==> src/rtl/mips_ctrl_pkg.sv <==
// Shared definitions for the multicycle MIPS controller: opcode/func
// constants, ALU control codes, memctrl/muxctrl bit positions, state
// encoding and the DECODE dispatch helper.
package mips_ctrl_pkg;

  typedef enum logic [3:0] {
    S_FETCH   = 4'd0,
    S_DECODE  = 4'd1,
    S_EXEC_R  = 4'd2,
    S_WB_R    = 4'd3,
    S_EXEC_I  = 4'd4,
    S_WB_I    = 4'd5,
    S_MEMADDR = 4'd6,
    S_MEM_RD  = 4'd7,
    S_WB_MEM  = 4'd8,
    S_MEM_WR  = 4'd9,
    S_BRANCH  = 4'd10,
    S_JUMP    = 4'd11,
    S_TRAP    = 4'd12
  } state_t;

  // Opcodes (IR[31:26])
  localparam logic [5:0] OP_RTYPE = 6'b000000;
  localparam logic [5:0] OP_LW    = 6'b100011;
  localparam logic [5:0] OP_SW    = 6'b101011;
  localparam logic [5:0] OP_BEQ   = 6'b000100;
  localparam logic [5:0] OP_J     = 6'b000010;
  localparam logic [5:0] OP_ADDI  = 6'b001000;

  // R-type function codes (IR[5:0])
  localparam logic [5:0] FN_ADD  = 6'b100000;
  localparam logic [5:0] FN_ADDU = 6'b100001;
  localparam logic [5:0] FN_SUB  = 6'b100010;
  localparam logic [5:0] FN_SUBU = 6'b100011;
  localparam logic [5:0] FN_AND  = 6'b100100;
  localparam logic [5:0] FN_OR   = 6'b100101;
  localparam logic [5:0] FN_NOR  = 6'b100111;

  // ALU control codes
  localparam logic [3:0] ALU_AND  = 4'b0000;
  localparam logic [3:0] ALU_OR   = 4'b0001;
  localparam logic [3:0] ALU_ADD  = 4'b0010;
  localparam logic [3:0] ALU_SUB  = 4'b0110;
  localparam logic [3:0] ALU_PASS = 4'b0111;
  localparam logic [3:0] ALU_NOR  = 4'b1100;

  // memctrl bit indices
  localparam int unsigned MC_REG_WR = 0;
  localparam int unsigned MC_MEM_WR = 1;
  localparam int unsigned MC_MEM_RD = 2;

  // muxctrl bit indices
  localparam int unsigned MX_REG_DST    = 0;
  localparam int unsigned MX_MEM_TO_REG = 1;
  localparam int unsigned MX_IORD       = 2;
  localparam int unsigned MX_SRC_A      = 3;
  localparam int unsigned MX_SRCB_LO    = 4;
  localparam int unsigned MX_SRCB_HI    = 5;
  localparam int unsigned MX_IR_WRITE   = 6;

  // alu_src_b selections
  localparam logic [1:0] SRCB_REG  = 2'b00;
  localparam logic [1:0] SRCB_FOUR = 2'b01;
  localparam logic [1:0] SRCB_IMM  = 2'b10;

  // pc_src selections
  localparam logic [1:0] PC_ALU    = 2'b00;
  localparam logic [1:0] PC_BRANCH = 2'b01;
  localparam logic [1:0] PC_JUMP   = 2'b10;

  function automatic logic is_alu_func(input logic [5:0] func);
    logic ok;
    ok = 1'b0;
    case (func)
      FN_ADD, FN_ADDU, FN_SUB, FN_SUBU, FN_AND, FN_OR, FN_NOR: ok = 1'b1;
      default: ok = 1'b0;
    endcase
    return ok;
  endfunction

  // Successor of DECODE; unsupported op/func combinations go to TRAP.
  function automatic state_t dispatch(input logic [5:0] op, input logic [5:0] func);
    state_t s;
    s = S_TRAP;
    case (op)
      OP_RTYPE:     if (is_alu_func(func)) s = S_EXEC_R;
      OP_LW, OP_SW: s = S_MEMADDR;
      OP_BEQ:       s = S_BRANCH;
      OP_J:         s = S_JUMP;
      OP_ADDI:      s = S_EXEC_I;
      default:      s = S_TRAP;
    endcase
    return s;
  endfunction

endpackage

==> src/rtl/multicycle_ctrl_if.sv <==
// Control bus between the multicycle sequencer and the MIPS datapath.
//   op, func, zero, mem_ready : datapath/memory -> controller
//   memctrl, aluctrl, muxctrl,
//   pc_write, pc_src          : controller -> datapath/memory
// master = controller side, slave = datapath side.
interface multicycle_ctrl_if;
  logic [5:0] op;
  logic [5:0] func;
  logic       zero;
  logic       mem_ready;
  logic [2:0] memctrl;
  logic [3:0] aluctrl;
  logic [6:0] muxctrl;
  logic       pc_write;
  logic [1:0] pc_src;

  modport master (
    input  op, func, zero, mem_ready,
    output memctrl, aluctrl, muxctrl, pc_write, pc_src
  );

  modport slave (
    output op, func, zero, mem_ready,
    input  memctrl, aluctrl, muxctrl, pc_write, pc_src
  );
endinterface

==> src/rtl/multicycle_ctrl_alu_decoder.sv <==
// R-type function field to ALU control decode (combinational).
//   func_i    : IR[5:0]
//   aluctrl_o : ALU operation code
module alu_decoder
  import mips_ctrl_pkg::*;
(
  input  logic [5:0] func_i,
  output logic [3:0] aluctrl_o
);

  always_comb begin
    aluctrl_o = ALU_PASS;
    case (func_i)
      FN_ADD, FN_ADDU: aluctrl_o = ALU_ADD;
      FN_SUB, FN_SUBU: aluctrl_o = ALU_SUB;
      FN_AND:          aluctrl_o = ALU_AND;
      FN_OR:           aluctrl_o = ALU_OR;
      FN_NOR:          aluctrl_o = ALU_NOR;
      default:         aluctrl_o = ALU_PASS;
    endcase
  end

endmodule

==> src/rtl/multicycle_ctrl.sv <==
// Multi-cycle sequencer for the MIPS datapath: FETCH, DECODE, EXEC,
// MEM and WB steps, memory-ready handshake with timeout, sticky trap.
// Ports:
//   clk, reset : clock, synchronous active-high reset
//   bus        : multicycle_ctrl_if.master (op/func/zero/mem_ready in,
//                memctrl/aluctrl/muxctrl/pc_write/pc_src out)
//   trap       : sticky error flag (TRAP state)
//   state_dbg  : current state encoding
//   cycle_cnt, instr_cnt : perf counters, only with MC_PERF_CNT_EN
// Parameters: MEM_TIMEOUT (1..65535), CNT_W (perf counter width).
// Optional feature macro: MC_PERF_CNT_EN.
module multicycle_ctrl
  import mips_ctrl_pkg::*;
#(
  parameter int unsigned MEM_TIMEOUT = 255,
  parameter int unsigned CNT_W       = 32
) (
  input  logic                 clk,
  input  logic                 reset,
  multicycle_ctrl_if.master    bus,
  output logic                 trap,
  output logic [3:0]           state_dbg
`ifdef MC_PERF_CNT_EN
  ,
  output logic [CNT_W-1:0]     cycle_cnt,
  output logic [CNT_W-1:0]     instr_cnt
`endif
);

  localparam logic [15:0] WAIT_LAST = 16'(MEM_TIMEOUT - 1);

  state_t      state_q, state_d;
  logic [15:0] wait_q, wait_d;
  logic        in_mem_state;
  logic        wait_expired;
  logic [3:0]  rtype_alu;

  logic [2:0]  memctrl_c;
  logic [3:0]  aluctrl_c;
  logic [6:0]  muxctrl_c;
  logic        pc_write_c;
  logic [1:0]  pc_src_c;

  alu_decoder u_alu_decoder (
    .func_i    (bus.func),
    .aluctrl_o (rtype_alu)
  );

  assign in_mem_state = (state_q == S_FETCH) || (state_q == S_MEM_RD) ||
                        (state_q == S_MEM_WR);
  // wait_q counts completed wait cycles, so the current cycle is number
  // wait_q+1; a late mem_ready on the final allowed cycle still wins.
  assign wait_expired = (wait_q == WAIT_LAST) && !bus.mem_ready;

  always_ff @(posedge clk) begin
    if (reset) begin
      state_q <= S_FETCH;
      wait_q  <= '0;
    end else begin
      state_q <= state_d;
      wait_q  <= wait_d;
    end
  end

  always_comb begin
    state_d = state_q;
    wait_d  = '0;
    case (state_q)
      S_FETCH: begin
        if (bus.mem_ready)     state_d = S_DECODE;
        else if (wait_expired) state_d = S_TRAP;
      end
      S_DECODE:  state_d = dispatch(bus.op, bus.func);
      S_EXEC_R:  state_d = S_WB_R;
      S_WB_R:    state_d = S_FETCH;
      S_EXEC_I:  state_d = S_WB_I;
      S_WB_I:    state_d = S_FETCH;
      S_MEMADDR: state_d = (bus.op == OP_LW) ? S_MEM_RD : S_MEM_WR;
      S_MEM_RD: begin
        if (bus.mem_ready)     state_d = S_WB_MEM;
        else if (wait_expired) state_d = S_TRAP;
      end
      S_WB_MEM:  state_d = S_FETCH;
      S_MEM_WR: begin
        if (bus.mem_ready)     state_d = S_FETCH;
        else if (wait_expired) state_d = S_TRAP;
      end
      S_BRANCH:  state_d = S_FETCH;
      S_JUMP:    state_d = S_FETCH;
      S_TRAP:    state_d = S_TRAP;
      default:   state_d = S_TRAP;
    endcase
    if (in_mem_state && (state_d == state_q)) wait_d = wait_q + 16'd1;
  end

  always_comb begin
    memctrl_c  = '0;
    aluctrl_c  = ALU_AND;
    muxctrl_c  = '0;
    pc_write_c = 1'b0;
    pc_src_c   = PC_ALU;
    case (state_q)
      S_FETCH: begin
        memctrl_c[MC_MEM_RD]                = 1'b1;
        aluctrl_c                           = ALU_ADD;
        muxctrl_c[MX_SRCB_HI:MX_SRCB_LO]    = SRCB_FOUR;
        if (bus.mem_ready) begin
          muxctrl_c[MX_IR_WRITE] = 1'b1;
          pc_write_c             = 1'b1;
        end
      end
      S_DECODE: begin
        aluctrl_c                        = ALU_ADD;
        muxctrl_c[MX_SRCB_HI:MX_SRCB_LO] = SRCB_IMM;
      end
      S_EXEC_R: begin
        aluctrl_c                        = rtype_alu;
        muxctrl_c[MX_SRC_A]              = 1'b1;
        muxctrl_c[MX_SRCB_HI:MX_SRCB_LO] = SRCB_REG;
      end
      S_WB_R: begin
        memctrl_c[MC_REG_WR]  = 1'b1;
        muxctrl_c[MX_REG_DST] = 1'b1;
      end
      S_EXEC_I, S_MEMADDR: begin
        aluctrl_c                        = ALU_ADD;
        muxctrl_c[MX_SRC_A]              = 1'b1;
        muxctrl_c[MX_SRCB_HI:MX_SRCB_LO] = SRCB_IMM;
      end
      S_WB_I: begin
        memctrl_c[MC_REG_WR] = 1'b1;
      end
      S_MEM_RD: begin
        memctrl_c[MC_MEM_RD] = 1'b1;
        muxctrl_c[MX_IORD]   = 1'b1;
      end
      S_WB_MEM: begin
        memctrl_c[MC_REG_WR]     = 1'b1;
        muxctrl_c[MX_MEM_TO_REG] = 1'b1;
      end
      S_MEM_WR: begin
        memctrl_c[MC_MEM_WR] = 1'b1;
        muxctrl_c[MX_IORD]   = 1'b1;
      end
      S_BRANCH: begin
        aluctrl_c           = ALU_SUB;
        muxctrl_c[MX_SRC_A] = 1'b1;
        pc_src_c            = PC_BRANCH;
        pc_write_c          = bus.zero;
      end
      S_JUMP: begin
        pc_src_c   = PC_JUMP;
        pc_write_c = 1'b1;
      end
      default: ;
    endcase
  end

  // Reset gates every output combinationally so memory control drops in
  // the cycle reset is asserted, not one cycle later.
  assign bus.memctrl  = reset ? '0 : memctrl_c;
  assign bus.aluctrl  = reset ? '0 : aluctrl_c;
  assign bus.muxctrl  = reset ? '0 : muxctrl_c;
  assign bus.pc_write = reset ? 1'b0 : pc_write_c;
  assign bus.pc_src   = reset ? '0 : pc_src_c;
  assign trap         = !reset && (state_q == S_TRAP);
  assign state_dbg    = reset ? '0 : state_q;

`ifdef MC_PERF_CNT_EN
  logic [CNT_W-1:0] cycle_q, instr_q;

  always_ff @(posedge clk) begin
    if (reset) begin
      cycle_q <= '0;
      instr_q <= '0;
    end else begin
      if (state_q != S_TRAP) cycle_q <= cycle_q + 1'b1;
      if ((state_q != S_FETCH) && (state_d == S_FETCH)) instr_q <= instr_q + 1'b1;
    end
  end

  assign cycle_cnt = reset ? '0 : cycle_q;
  assign instr_cnt = reset ? '0 : instr_q;
`else
  logic [CNT_W-1:0] unused_cnt_w;
  assign unused_cnt_w = '0;
`endif

endmodule

==> src/flat_wrapper.sv <==
// flat-port wrapper written by rule: the top's interface ports become plain ports
module multicycle_ctrl_flat import mips_ctrl_pkg::*;
#(
  parameter int unsigned MEM_TIMEOUT = 255,
  parameter int unsigned CNT_W       = 32
)
  (clk, reset, trap, state_dbg, bus_op, bus_func, bus_zero, bus_mem_ready, bus_memctrl, bus_aluctrl, bus_muxctrl, bus_pc_write, bus_pc_src);
  multicycle_ctrl_if bus_i ();
  input  logic clk;
  input  logic reset;
  output logic trap;
  output logic [3:0] state_dbg;
  input wire logic [$bits(bus_i.op)-1:0] bus_op;
  input wire logic [$bits(bus_i.func)-1:0] bus_func;
  input wire logic [$bits(bus_i.zero)-1:0] bus_zero;
  input wire logic [$bits(bus_i.mem_ready)-1:0] bus_mem_ready;
  output wire logic [$bits(bus_i.memctrl)-1:0] bus_memctrl;
  output wire logic [$bits(bus_i.aluctrl)-1:0] bus_aluctrl;
  output wire logic [$bits(bus_i.muxctrl)-1:0] bus_muxctrl;
  output wire logic [$bits(bus_i.pc_write)-1:0] bus_pc_write;
  output wire logic [$bits(bus_i.pc_src)-1:0] bus_pc_src;
  assign bus_i.op = bus_op;
  assign bus_i.func = bus_func;
  assign bus_i.zero = bus_zero;
  assign bus_i.mem_ready = bus_mem_ready;
  assign bus_memctrl = bus_i.memctrl;
  assign bus_aluctrl = bus_i.aluctrl;
  assign bus_muxctrl = bus_i.muxctrl;
  assign bus_pc_write = bus_i.pc_write;
  assign bus_pc_src = bus_i.pc_src;
  multicycle_ctrl #(.MEM_TIMEOUT(MEM_TIMEOUT), .CNT_W(CNT_W)) u_core (.clk(clk), .reset(reset), .bus(bus_i), .trap(trap), .state_dbg(state_dbg));
endmodule
==> config.mk <==
export PLATFORM = sky130hd
export DESIGN_NAME = multicycle_ctrl_flat
export DESIGN_NICKNAME = d
export VERILOG_FILES = /design/src/rtl/mips_ctrl_pkg.sv /design/src/rtl/multicycle_ctrl_if.sv /design/src/rtl/multicycle_ctrl_alu_decoder.sv /design/src/rtl/multicycle_ctrl.sv /design/src/flat_wrapper.sv
export SDC_FILE = /design/constraint.sdc
export NUM_CORES = 1
export LEC_CHECK = 0
export ABC_CLOCK_PERIOD_IN_PS = 4820
export CORE_MARGIN = 5
export CORE_UTILIZATION = 55
export CTS_BUF_LIST = sky130_fd_sc_hd__clkbuf_4
export DETAILED_ROUTE_END_ITERATION = 10
export GPL_TIMING_DRIVEN = 0
export PLACE_DENSITY = 0.87
export SYNTH_ARGS = -nofsm -noshare
export SYNTH_HDL_FRONTEND = slang
export SYNTH_SLANG_ARGS = --single-unit
==> constraint.sdc <==
create_clock -name clk -period 4.82 [get_ports clk]
set_input_delay 1.205 -clock clk [delete_from_list [all_inputs] [get_ports clk]]
set_output_delay 1.205 -clock clk [all_outputs]
set_load 0.02 [all_outputs]
# Yosys cells after proc, flatten, opt, wreduce, memory -nomap -nowiden
# Cells that the tools add are included.
totals:
  register_bits: 20
  inputBits: 16
  out_inout_bits: 22
  word_cells: 82
op_classes:
  add_sub_neg: 1
  n_eq_ne: 26
  muxes: 31
  bitwise: 1
  n_reduce_logical: 21
op_table:
  columns: ["operator", "count"]
  rows:
  - ["equality test 6 bit (second input constant)", 9]
  - ["case mux 4 bit (5 select lines)", 2]
  - ["2-to-1 mux 4 bit", 8]
  - ["case mux 4 bit (8 select lines)", 1]
  - ["equality test 4 bit (second input constant)", 5]
  - ["adder 16 x 1 -> 16 bit (second input constant)", 1]
  - ["equality test 16 x 8 -> 1 bit (second input constant)", 1]
  - ["equality test 4 x 3 -> 1 bit (second input constant)", 4]
  - ["2-to-1 mux 1 bit", 13]
  - ["case mux 4 bit (3 select lines)", 1]
  - ["OR reduction 2 bit", 6]
  - ["equality test 4 x 2 -> 1 bit (second input constant)", 2]
  - ["case mux 2 bit (2 select lines)", 2]
  - ["OR reduction 4 bit", 2]
  - ["2-to-1 mux 7 bit", 1]
  - ["OR reduction 7 bit", 1]
  - ["equality test 6 x 2 -> 1 bit (second input constant)", 1]
  - ["equality test 6 x 3 -> 1 bit (second input constant)", 1]
  - ["equality test 6 x 4 -> 1 bit (second input constant)", 1]
  - ["logical NOT 6 bit", 1]
  - ["OR reduction 3 bit", 2]
  - ["OR reduction 5 bit", 1]
  - ["equality test 4 x 1 -> 1 bit (second input constant)", 1]
  - ["equality test 4 bit", 1]
  - ["other kinds (8)", 12]

# Logic depth before layout (Yosys ltp)
# Gate-level depths: netlist of run 1.
depth:
  depth_word: 12
  ltp_mapped: 7
  mapped_depth_nobuf: 7

# Modules after synthesis
# A second synthesis of run 1 with hierarchy kept.
hier_totals:
  cells_unflattened: 196
  hier_area_um2: 1486.4
by_module_without_submodules:
  columns: ["module", "instances", "cells_per_inst", "area_per_inst_um2", "seq_area_each_um2"]
  rows:
  - ["multicycle_ctrl", 1, 188, 1430.1, 400.4]
  - ["alu_decoder", 1, 8, 56.3, 0.0]

# Least setup slack after synthesis of run 1
# No wires, ideal clock.
synth_path:
  path_kind: "input to output"
  startpoint: "in reset"
  endpoint: "out bus_pc_write"
  arrival_time_ps: 2796
  required_time_ps: 3615
  slack_ps: 819
  stages: 5
  n_path_buf: 1
  path_cell_list: "clkbuf_1 > nor2b_1 > nand2_1 > nor3b_1 > a211o_1"
synth_via:
  elab_chain_cells: 1
synth_lines:
  columns: ["element", "line", "text"]
  rows:
  - ["start: declaration", "flat_wrapper.sv:10", "input logic reset;"]
  - ["2-to-1 mux 1 bit", "multicycle_ctrl.sv:164", "assign bus.pc_write = reset ? 1'b0 : pc_write_c;"]
  - ["end: declaration", "flat_wrapper.sv:20", "output wire logic [$bits(bus_i.pc_write)-1:0] bus_pc_write;"]
# Every way passes these cells.

# Worst setup path in the final report of run 1
layout_path:
  startpoint: "in bus_func[3]"
  endpoint: "out bus_aluctrl[1]"
layout_via:
  elab_chain_cells: 5
  word_cells_on_any_way: 12
  classes_between: "7 x eq/ne; 3 x mux; 2 x reduce/logical"
layout_lines:
  columns: ["element", "line", "text"]
  rows:
  - ["start: declaration", "flat_wrapper.sv:14", "input wire logic [$bits(bus_i.func)-1:0] bus_func;"]
  - ["equality test 6 bit", "multicycle_ctrl_alu_decoder.sv:13", "case (func_i)"]
  - ["OR reduction 2 bit", "multicycle_ctrl_alu_decoder.sv:13", null]
  - ["case mux 4 bit (5 select lines) *", "multicycle_ctrl_alu_decoder.sv:13", null]
  - ["case mux 4 bit (3 select lines) *", "multicycle_ctrl.sv:102", "case (state_q)"]
  - ["2-to-1 mux 4 bit *", "multicycle_ctrl.sv:162", "assign bus.aluctrl = reset ? '0 : aluctrl_c;"]
  - ["end: declaration", "flat_wrapper.sv:18", "output wire logic [$bits(bus_i.aluctrl)-1:0] bus_aluctrl;"]
# Mark *: on every way between the ends. The rest lies on a longest branch, timed or not.

==> results of run 1 <==
cells in the mapped netlist (3+ instances only):
library cell / count / share of area (%)
nor2b_1: 7 / 2.7
o21ai_0: 5 / 1.5
a31oi_1: 4 / 1.5
and2_1: 3 / 1.2
nor3_2: 9 / 5.6
dfxtp_1: 20 / 25
nand2b_1: 3 / 1.2
nand3_1: 7 / 2.2
inv_1: 3 / 0.70
xor2_1: 7 / 3.8
a21oi_1: 5 / 1.5
nand3b_1: 4 / 1.9
clkbuf_1: 5 / 1.2
xnor2_1: 9 / 4.9
nand4_1: 6 / 2.3
nand2_1: 13 / 3.0
nor3_1: 6 / 1.9
buf_2: 3 / 0.93
nor2_1: 28 / 6.5
routing by layer:
layer	share of wire, %	vias to the layer above	wire length (microns)	track usage [%]
met5	0	-	0	0
met4	1.5	0	59	6.36
met3	4.7	6	180	4.03
met2	47	40	1780	30.0
met1	47	735	1790	24.5
li1	-	795	-	-
power groups by stage:
stage	Sequential [mW]	Combinational (mW)	Clock, mW
after global placement	0.180	0.204	0
after detailed placement	0.181	0.206	0
after global routing	0.178	0.221	0.0952
after CTS	0.177	0.206	0.0860
after floorplan	0.179	0.135	0
final	0.177	0.206	0.0858
logic make-up after synthesis:
logic type | count (synthesis) | synth area share [%]
simple gates | 108 | 43.4
buf+inv | 14 | 3.94
compound gates | 36 | 17.2
fa+ha+maj | 3 | 2.16
xor+xnor | 16 | 8.66
flops | 20 | 24.7
final cells by class:
class | count | area (sq um)
Multi-Input combinational cell | 163 | 1150
Inverter | 3 | 11.3
Clock buffer | 3 | 22.5
Sequential cell | 20 | 400
Tap cell | 31 | 38.8
Fill cell | 228 | 737
Timing Repair Buffer | 36 | 360
Buffer | 11 | 52.6
Clock inverter | 1 | 3.75
sequential cells by signal, summed over array words and instances, names as in the netlist:
name,count
u_core.state_q,4
u_core.wait_q,16
through the flow:
stage | utilization (%) | worst slack, ns | hold WS (ns) | cells
2_1_floorplan | - | 0.819 | 0.456 | 197
3_3_place_gp | 72.6 | 0.735 | 0.481 | 264
3_5_place_dp | 72.6 | 0.696 | 0.487 | 264
4_1_cts | 73.5 | 0.693 | 0.504 | 268
5_1_grt | 73.5 | 0.541 | 0.536 | 268
6_report | 73.5 | 0.695 | 0.507 | 268
worst min path at each step:
stage                           from                to  slack (ns)
floorplan           u_core.wait_q[0]  u_core.wait_q[0]        0.46
global placement    u_core.wait_q[0]  u_core.wait_q[0]        0.48
detailed placement  u_core.wait_q[0]  u_core.wait_q[0]        0.49
CTS                 u_core.wait_q[0]  u_core.wait_q[0]        0.50
global route        u_core.wait_q[0]  u_core.wait_q[0]        0.54
finish              u_core.wait_q[0]  u_core.wait_q[0]        0.51
==> results.md, run 1 <==
* Outcome: finished clean
* Seq/Total Area, Yosys at 24.7%
* VDD IR-drop max at 212 uV
* Required @ worst endpoint at 3.62 ns
* Yosys reg bits at 20
* Final Hold Fails at 0
* Tot Pwr at 0.469 mW
* Initial core utilization at between 50% and 60%
* Worst-path clk slew at 0.12 ns
* Synth cell types at 56
* Setup bufs post-CTS at 0
* Die area at 4130 sq um
* Num CTS Buffers at 3
* WS Path Type: input pin to primary output
* Critical path endpoint: bus_aluctrl[1]
* Worst r2r dst: u_core.wait_q[4]
* Fin Setup TNS at 0 ns
* Post-synth EDFFs at 0
* CTS Sinks at 20
* Worst setup startpoint: bus_func[3]
* Final count of pins violating max slew at 0
* Psw at 0.180 mW
* Hold path cells at 1
* Seq pwr share at 37.8%
* Die Y at 64.3 microns
* Final setup viols at 0
* Crit. path cell count at 6
* Cell mode on critical path: clkdlybuf4s50_1
* RD Place Congestion at 0.819
* DR pass1 iterations at 4
* Die W at 64.3 microns
* Detailed Place HPWL at 2.95 mm
* Slew @ Worst Pin at ~0.49 ns
* Worst R2R Path Depth at 7
* Core area at 2780 sq um
* Total GRT Usage at 18.6%
* Number of global-route vias before repair at ~1.4k
* Congestion Overflow GR at 0
* RSZ-0062 raised after global routing: false
* Switching part of the total power at a little under two fifths
* Fin crit period at 4.13 ns
* P_int at 0.289 mW
* DRC viols at 0
* DR vias at 1576
* Async SR Flop Fraction at 0%
* Worst EP arrival at roughly 2.9 ns
* Setup crit end kind: primary output
* Commonest non-fill, non-tap cell in the layout: clkdlybuf4s50_1
* Clock Root Buffer: clkbuf_4
* Port Buffer Count at 36
* Buf+Inv Stages, Crit Path at 2
* Synth-to-layout area growth at 26.3%
* Diode count at 0
* Initial antenna violation count at 0
* Reg-to-Reg Start: u_core.wait_q[0]
* Worst-Skew Late Latency at 0.31 ns
* Finished layout cell area at 2040 sq um
* CTS tree: done
* Syn Nets at around 220
* CP Cell Sequence: clkdlybuf4s50_1, nor3b_2, o211ai_1, o21ai_0, a21oi_1, clkdlybuf4s50_1
* Combinational fraction of design power at 44.0%
* R2R Setup Slk at 3.00 ns
* Post-synthesis instance total at about 200
* Worst-path fanout max at 5
* Final net count at about 260
* Power density of the placed cells at between 200 and 250 nW/um^2
* Clk pwr share at between 10% and 20%
* P_leak at approximately 0.66 nW
* Worst path top cell family by delay: buffers and inverters
* IO Count at 38
* Slew HR at roughly 67%
* Post-Syn Area at 1620 sq um
* Synth Warn # at 0
* Post-Route WL at 3.82 mm
* Layout cell share with drive strength beyond 1 at around an eighth
* Max frequency at 242 MHz
* Most frequent cells in the layout: clkdlybuf4s50_1 (36), nor2_1 (28), dfxtp_1 (20)
* Crit-path slowest cell: clkdlybuf4s50_1
* # rows at 19
* Final worst-path cycle share at 85.6%
* Main synth FF type: dfxtp_1
* PostCTS Resize Cnt at 0
* Post-CTS Hold Fix Bufs at 0
* Slowest stage delay, CP at approximately 0.56 ns
* Routed WL per cell at 14.2 microns
* Via density at between 5 and 6
* Placement Cell Area at a little over 2000 sq um
* Routed Antenna Nets at 0
* DRT iter0 DRCs at 69
* Max-cap violations at 0
* Worst hold path type: flip-flop to flip-flop
* Syn avg cell area at a little over 8 sq um
* Clock Path Buffers at 2
* Startpoint Class: input pin
* Pin count of the biggest net entering global routing at 12
* Clk_skew at between 0.003 and 0.004 ns
* First-pass GRT wire length at around 6.4 mm
* H-tree Lvls at 1
(Power assumes the default switching activity.)
==> run 2, diff against run 1 <==
--- a/config.mk
+++ b/config.mk
@@ -5,13 +5,14 @@
 export SDC_FILE = /design/constraint.sdc
 export NUM_CORES = 1
 export LEC_CHECK = 0
-export ABC_CLOCK_PERIOD_IN_PS = 4820
+export ABC_CLOCK_PERIOD_IN_PS = 4100
+export CAP_MARGIN = 5
 export CORE_MARGIN = 5
-export CORE_UTILIZATION = 55
+export CORE_UTILIZATION = 52
 export CTS_BUF_LIST = sky130_fd_sc_hd__clkbuf_4
 export DETAILED_ROUTE_END_ITERATION = 10
 export GPL_TIMING_DRIVEN = 0
-export PLACE_DENSITY = 0.87
+export PLACE_DENSITY = 0.83
 export SYNTH_ARGS = -nofsm -noshare
 export SYNTH_HDL_FRONTEND = slang
 export SYNTH_SLANG_ARGS = --single-unit
==> constraint.sdc (replaced) <==
create_clock -name clk -period 4.1 [get_ports clk]
set_input_delay 1.025 -clock clk [delete_from_list [all_inputs] [get_ports clk]]
set_output_delay 1.025 -clock clk [all_outputs]
set_load 0.02 [all_outputs]
==> run 2 against run 1 <==
Effect of this change: utilization down 5.4 points; sequential power up 18%; via count down 1.3%; clock skew down 0.0011 ns; setup slack worse by 0.33 ns; sequential share of layout area down 0.15 points; worst hold slack worse by 0.0084 ns; sequential cell count unchanged; wire length down 1.7%; global-route usage up 0.51 points; cell area up 0.80%; first-iteration DRC count up 71%; critical endpoint unchanged; largest cell class unchanged.
==> results.md, run 2 (synthesis gave the netlist of run 1 again) <==
* DR vias at 1556
* Fin crit period at 3.74 ns
* Final count of pins violating max slew at 0
* Final net count at 256
* P_int at 0.340 mW
* Psw at 0.204 mW
* Final setup viols at 0
* Layout cell share with drive strength beyond 1 at 13.1%
* Clock Path Buffers at 2
* Clk_skew at roughly 0.0019 ns
* Detailed Place HPWL at 2.91 mm
* Routed Antenna Nets at 0
* Pre-CTS setup slack at 0.350 ns
* Seq pwr share at 38.2%
* Clock Root Buffer: clkbuf_4
* Hold path start: u_core.wait_q[0]
* Initial antenna violation count at 0
* Startpoint Class: input pin
* Setup crit end kind: primary output
* WS Path Type: input pin to primary output
* Outcome: finished clean
* CTS tree: done
* Required @ worst endpoint at approximately 3 ns
* Synth-to-layout area growth at 27.3%
* Max reg flops at 16
* Routed WL per cell at between 10 and 15 microns
* Crit-path slowest cell: clkdlybuf4s50_1
* Die W at 65.8 microns
* Setup bufs post-CTS at 0
* IO Count at 38
* Worst setup startpoint: bus_func[1]
* Number of global-route vias before repair at 1463
* Worst-path fanout max at 4
* Clk pwr share at about 17%
* Non-Filler Instances at roughly 280
* Diode count at 0
* Initial core utilization at 53.5%
* Most flops, register: u_core.wait_q
* Slew HR at ~70%
* # rows at 20
* Placed insts at about 280
* CP Cell Sequence: clkdlybuf4s50_1, nand2_1, o211ai_1, o21ai_0, a21oi_1, clkdlybuf4s50_1
* Pin count of the biggest net entering global routing at 12
* Worst hold path type: flip-flop to flip-flop
* Max-cap violations at 0
* CTS Sinks at 20
* Combinational fraction of design power at 44.7%
* DRT iter0 DRCs at 118
* VDD IR-drop max at about 190 uV
* Worst EP arrival at 2.71 ns
* Power density of the placed cells at 264 nW/um^2
* Slew @ Worst Pin at approximately 0.45 ns
* Switching part of the total power at 37.5%
* DRC viols at 0
* Fin Setup TNS at 0 ns
* Finished layout cell area at 2060 sq um
* P_leak at between 0.6 and 0.7 nW
* Congestion Overflow GR at 0
* Slowest stage delay, CP at roughly 0.63 ns
* Die Y at 65.8 microns
* Regs by FF count: u_core.wait_q: 16 flops, u_core.state_q: 4 flops
* Fillers at 253
* RSZ-0062 raised after global routing: false
* Post-CTS Hold Fix Bufs at 0
* Core area at 3030 sq um
* RD Place Congestion at around 0.86
* Tot Pwr at 0.544 mW
* Reg-to-Reg Start: u_core.wait_q[0]
* Port Buffer Count at 36
* Max frequency at roughly 270 MHz
* Placement Cell Area at 2030 sq um
* First-pass GRT wire length at 6.69 mm
* Worst-Skew Late Latency at around 0.3 ns
* Die area at roughly 4300 sq um
* Post-Route WL at 3.75 mm
* Final worst-path cycle share at 91.1%
* Final Hold Fails at 0
* Most frequent cells in the layout: clkdlybuf4s50_1 (36), nor2_1 (28), dfxtp_1 (20)
* Final WS setup at 0.363 ns
* PostCTS Resize Cnt at 0
* DR pass1 iterations at 4
* Via density at ~5.5
* Commonest non-fill, non-tap cell in the layout: clkdlybuf4s50_1
* Num CTS Buffers at 3
* Total GRT Usage at 19.2%
* H-tree Lvls at 1
* Worst-path clk slew at 0.10 ns
* Cell mode on critical path: clkdlybuf4s50_1
## run 2: power groups by stage
stage	registers (mW)	clock network, mW	logic, mW
after floorplan	0.211	0	0.158
after global placement	0.212	0	0.240
after detailed placement	0.212	0	0.241
after CTS	0.208	0.0974	0.242
after global routing	0.209	0.108	0.264
final	0.208	0.0929	0.243
## run 2: routing by layer
layer	share of wire [%]	vias to the layer above	track usage, %
li1	-	792	-
met1	48	714	26.9
met2	44	46	29.4
met3	6.6	4	4.42
met4	0.96	0	4.66
met5	0	-	0
## run 2: area by class of cell
cell class	instances	area [sq um]	share of cell area, %
Sequential cell	20	400	19.4
Tap cell	44	55.1	2.67
Multi-Input combinational cell	163	1150	56.0
Clock inverter	1	3.75	0.182
Clock buffer	3	22.5	1.09
Buffer	11	52.6	2.55
Inverter	3	11.3	0.546
Timing Repair Buffer	36	360	17.5
## run 2: stage by stage
stage / hold slack (ns) / utilization (%)
floorplan: 0.456 / -
global placement: 0.480 / 67.2
detailed placement: 0.480 / 67.2
CTS: 0.501 / 68.1
global route: 0.530 / 68.1
finish: 0.498 / 68.1
## run 2: worst paths after layout
check,end,slack (ns),cells after the start
setup / recovery,bus_aluctrl[1],0.36,6
hold / removal,u_core.wait_q[0],0.50,1
setup reg to reg,u_core.wait_q[3],2.26,7
hold reg to reg,u_core.wait_q[0],0.50,1
## run 2: worst max-delay path: cells and delay by family
| family | cells | cell delay [ns] |
|---|---|---|
| buffers and inverters | 2 | 1.18 |
| AOI/OAI and AO/OA | 3 | 0.41 |
| and+or+nand+nor | 1 | 0.09 |
==> run 3, diff against run 2 <==
--- a/config.mk
+++ b/config.mk
@@ -12,7 +12,7 @@
 export CTS_BUF_LIST = sky130_fd_sc_hd__clkbuf_4
 export DETAILED_ROUTE_END_ITERATION = 10
 export GPL_TIMING_DRIVEN = 0
-export PLACE_DENSITY = 0.83
+export PLACE_DENSITY_LB_ADDON = 0.3
 export SYNTH_ARGS = -nofsm -noshare
 export SYNTH_HDL_FRONTEND = slang
 export SYNTH_SLANG_ARGS = --single-unit
==> run 3 against run 2 <==
Effect of this change: sequential power is essentially flat; clock power grew 74%; utilization grew 0.87 points; final cell count is the same; global-route usage barely moved; critical path type unchanged.
==> results.md, run 3 (synthesis gave the netlist of run 1 again) <==
* Outcome: finished clean
* Pre-CTS setup slack at 0.355 ns
* Routed WL per cell at 13.6 microns
* Setup crit end kind: primary output
* Synth-to-layout area growth at 28.9%
* Fin crit period at ~3.7 ns
* Setup bufs post-CTS at 0
* IO Count at 38
* Pin count of the biggest net entering global routing at 13
* Worst EP arrival at 2.71 ns
* Fillers at 267
* Most flops, register: u_core.wait_q
* Port Buffer Count at 36
* Non-Filler Instances at 281
* Final WS setup at 0.360 ns
* # rows at 20
* First-pass GRT wire length at 6.71 mm
* Worst-path clk slew at 0.11 ns
* WS Path Type: input pin to primary output
* CTS Sinks at 20
* Detailed Place HPWL at a little under 3 mm
* Finished layout cell area at between 2000 and 2500 sq um
* RD Place Congestion at approximately 0.91
* Placed insts at 277
* Commonest non-fill, non-tap cell in the layout: clkdlybuf4s50_1
* H-tree Lvls at 1
* Reg-to-Reg Start: u_core.state_q[3]
* Worst-path fanout max at 4
* Slew HR at a little under 70%
* DR pass1 iterations at 4
* Number of global-route vias before repair at 1511
* Hold path start: u_core.wait_q[0]
* Core area at 3030 sq um
* Final net count at 256
* Total GRT Usage at between 10% and 20%
* Worst R2R Path Depth at 5
* Final setup viols at 0
* Via density at 5.60
* Final worst-path cycle share at roughly 90%
* Post-CTS Hold Fix Bufs at 0
* Clock Root Buffer: clkbuf_4
* Initial core utilization at 53.5%
* Post-Route WL at 3.83 mm
* Required @ worst endpoint at 3.07 ns
* Placement Cell Area at 2030 sq um
* P_leak at 0.669 nW
* Max frequency at 267 MHz
* Most frequent cells in the layout: clkdlybuf4s50_1 (36), nor2_1 (28), dfxtp_1 (20)
* Worst hold path type: flip-flop to flip-flop
* Final core utilization at 68.9%
* Layout cell share with drive strength beyond 1 at 13.5%
* Die area at 4330 sq um
* DRC viols at 0
* CTS tree: done
* DR vias at roughly 1.6k
* Regs by FF count: u_core.wait_q: 16 flops, u_core.state_q: 4 flops
* Diode count at 0
* Tot Pwr at 0.615 mW
* Worst-Skew Late Latency at 0.30 ns
* R2R Setup Slk at 2.25 ns
* Clk_skew at 0.00840 ns
* Startpoint Class: input pin
* Die W at 65.8 microns
* Initial antenna violation count at 0
* Num CTS Buffers at 3
* Fin Setup TNS at 0 ns
* Congestion Overflow GR at 0
* Max reg flops at 16
* VDD IR-drop max at between 300 and 400 uV
* DRT iter0 DRCs at 96
* Slew @ Worst Pin at 0.469 ns
* PostCTS Resize Cnt at 0
* Final Hold Fails at 0
* Max-cap violations at 0
* Die Y at 65.8 microns
* Routed Antenna Nets at 0
* Hold path cells at 1
* Worst r2r dst: u_core.wait_q[2]
* Clock Path Buffers at 2
* Final count of pins violating max slew at 0
* Hold slack at roughly 0.49 ns
* Sink of the worst hold path: u_core.wait_q[0]
* Power density of the placed cells at roughly 290 nW/um^2
* RSZ-0062 raised after global routing: false
[run 3: cell type report]
class	count	area [sq um]	area share, %
multi-input combinational	163	1150	55.3
sequential	20	400	19.2
timing repair buffer	36	360	17.3
tap	44	55.1	2.64
buffer	11	52.6	2.52
clock inverter	1	30.0	1.44
clock buffer	3	22.5	1.08
inverter	3	11.3	0.540
[run 3: worst max-delay path, stage by stage]
cell and delay, ns:
clkdlybuf4s50_1 0.54, nand2_1 0.10, o211ai_1 0.16, o21ai_0 0.09, a21oi_1 0.17, clkdlybuf4s50_1 0.63
[run 3: per-layer routing]
layer,track usage [%],routed length [microns],up-vias
met2,31.9,1770,51
met3,3.74,268,4
met5,0,0,-
li1,-,-,788
met1,25.4,1760,731
met4,4.15,28,0
[run 3: how the worst max path moves through the flow]
| stage | endpoint | start | slack [ns] | cells past startpoint |
|---|---|---|---|---|
| 3_5_place_dp | bus_aluctrl[2] | bus_func[1] | 0.36 | 4 |
| 3_3_place_gp | bus_aluctrl[2] | bus_func[1] | 0.35 | 4 |
| 2_1_floorplan | bus_pc_write | reset | 0.46 | 5 |
| 6_report | bus_aluctrl[1] | bus_func[1] | 0.36 | 6 |
| 4_1_cts | bus_aluctrl[2] | bus_func[1] | 0.35 | 4 |
| 5_1_grt | bus_aluctrl[1] | bus_func[1] | 0.22 | 6 |
[run 3: where the power goes]
group | total [mW] | internal, mW | switching [mW]
combinational | 0.244 | 0.102 | 0.141
clock | 0.162 | 0.0987 | 0.0636
sequential | 0.209 | 0.202 | 0.00665
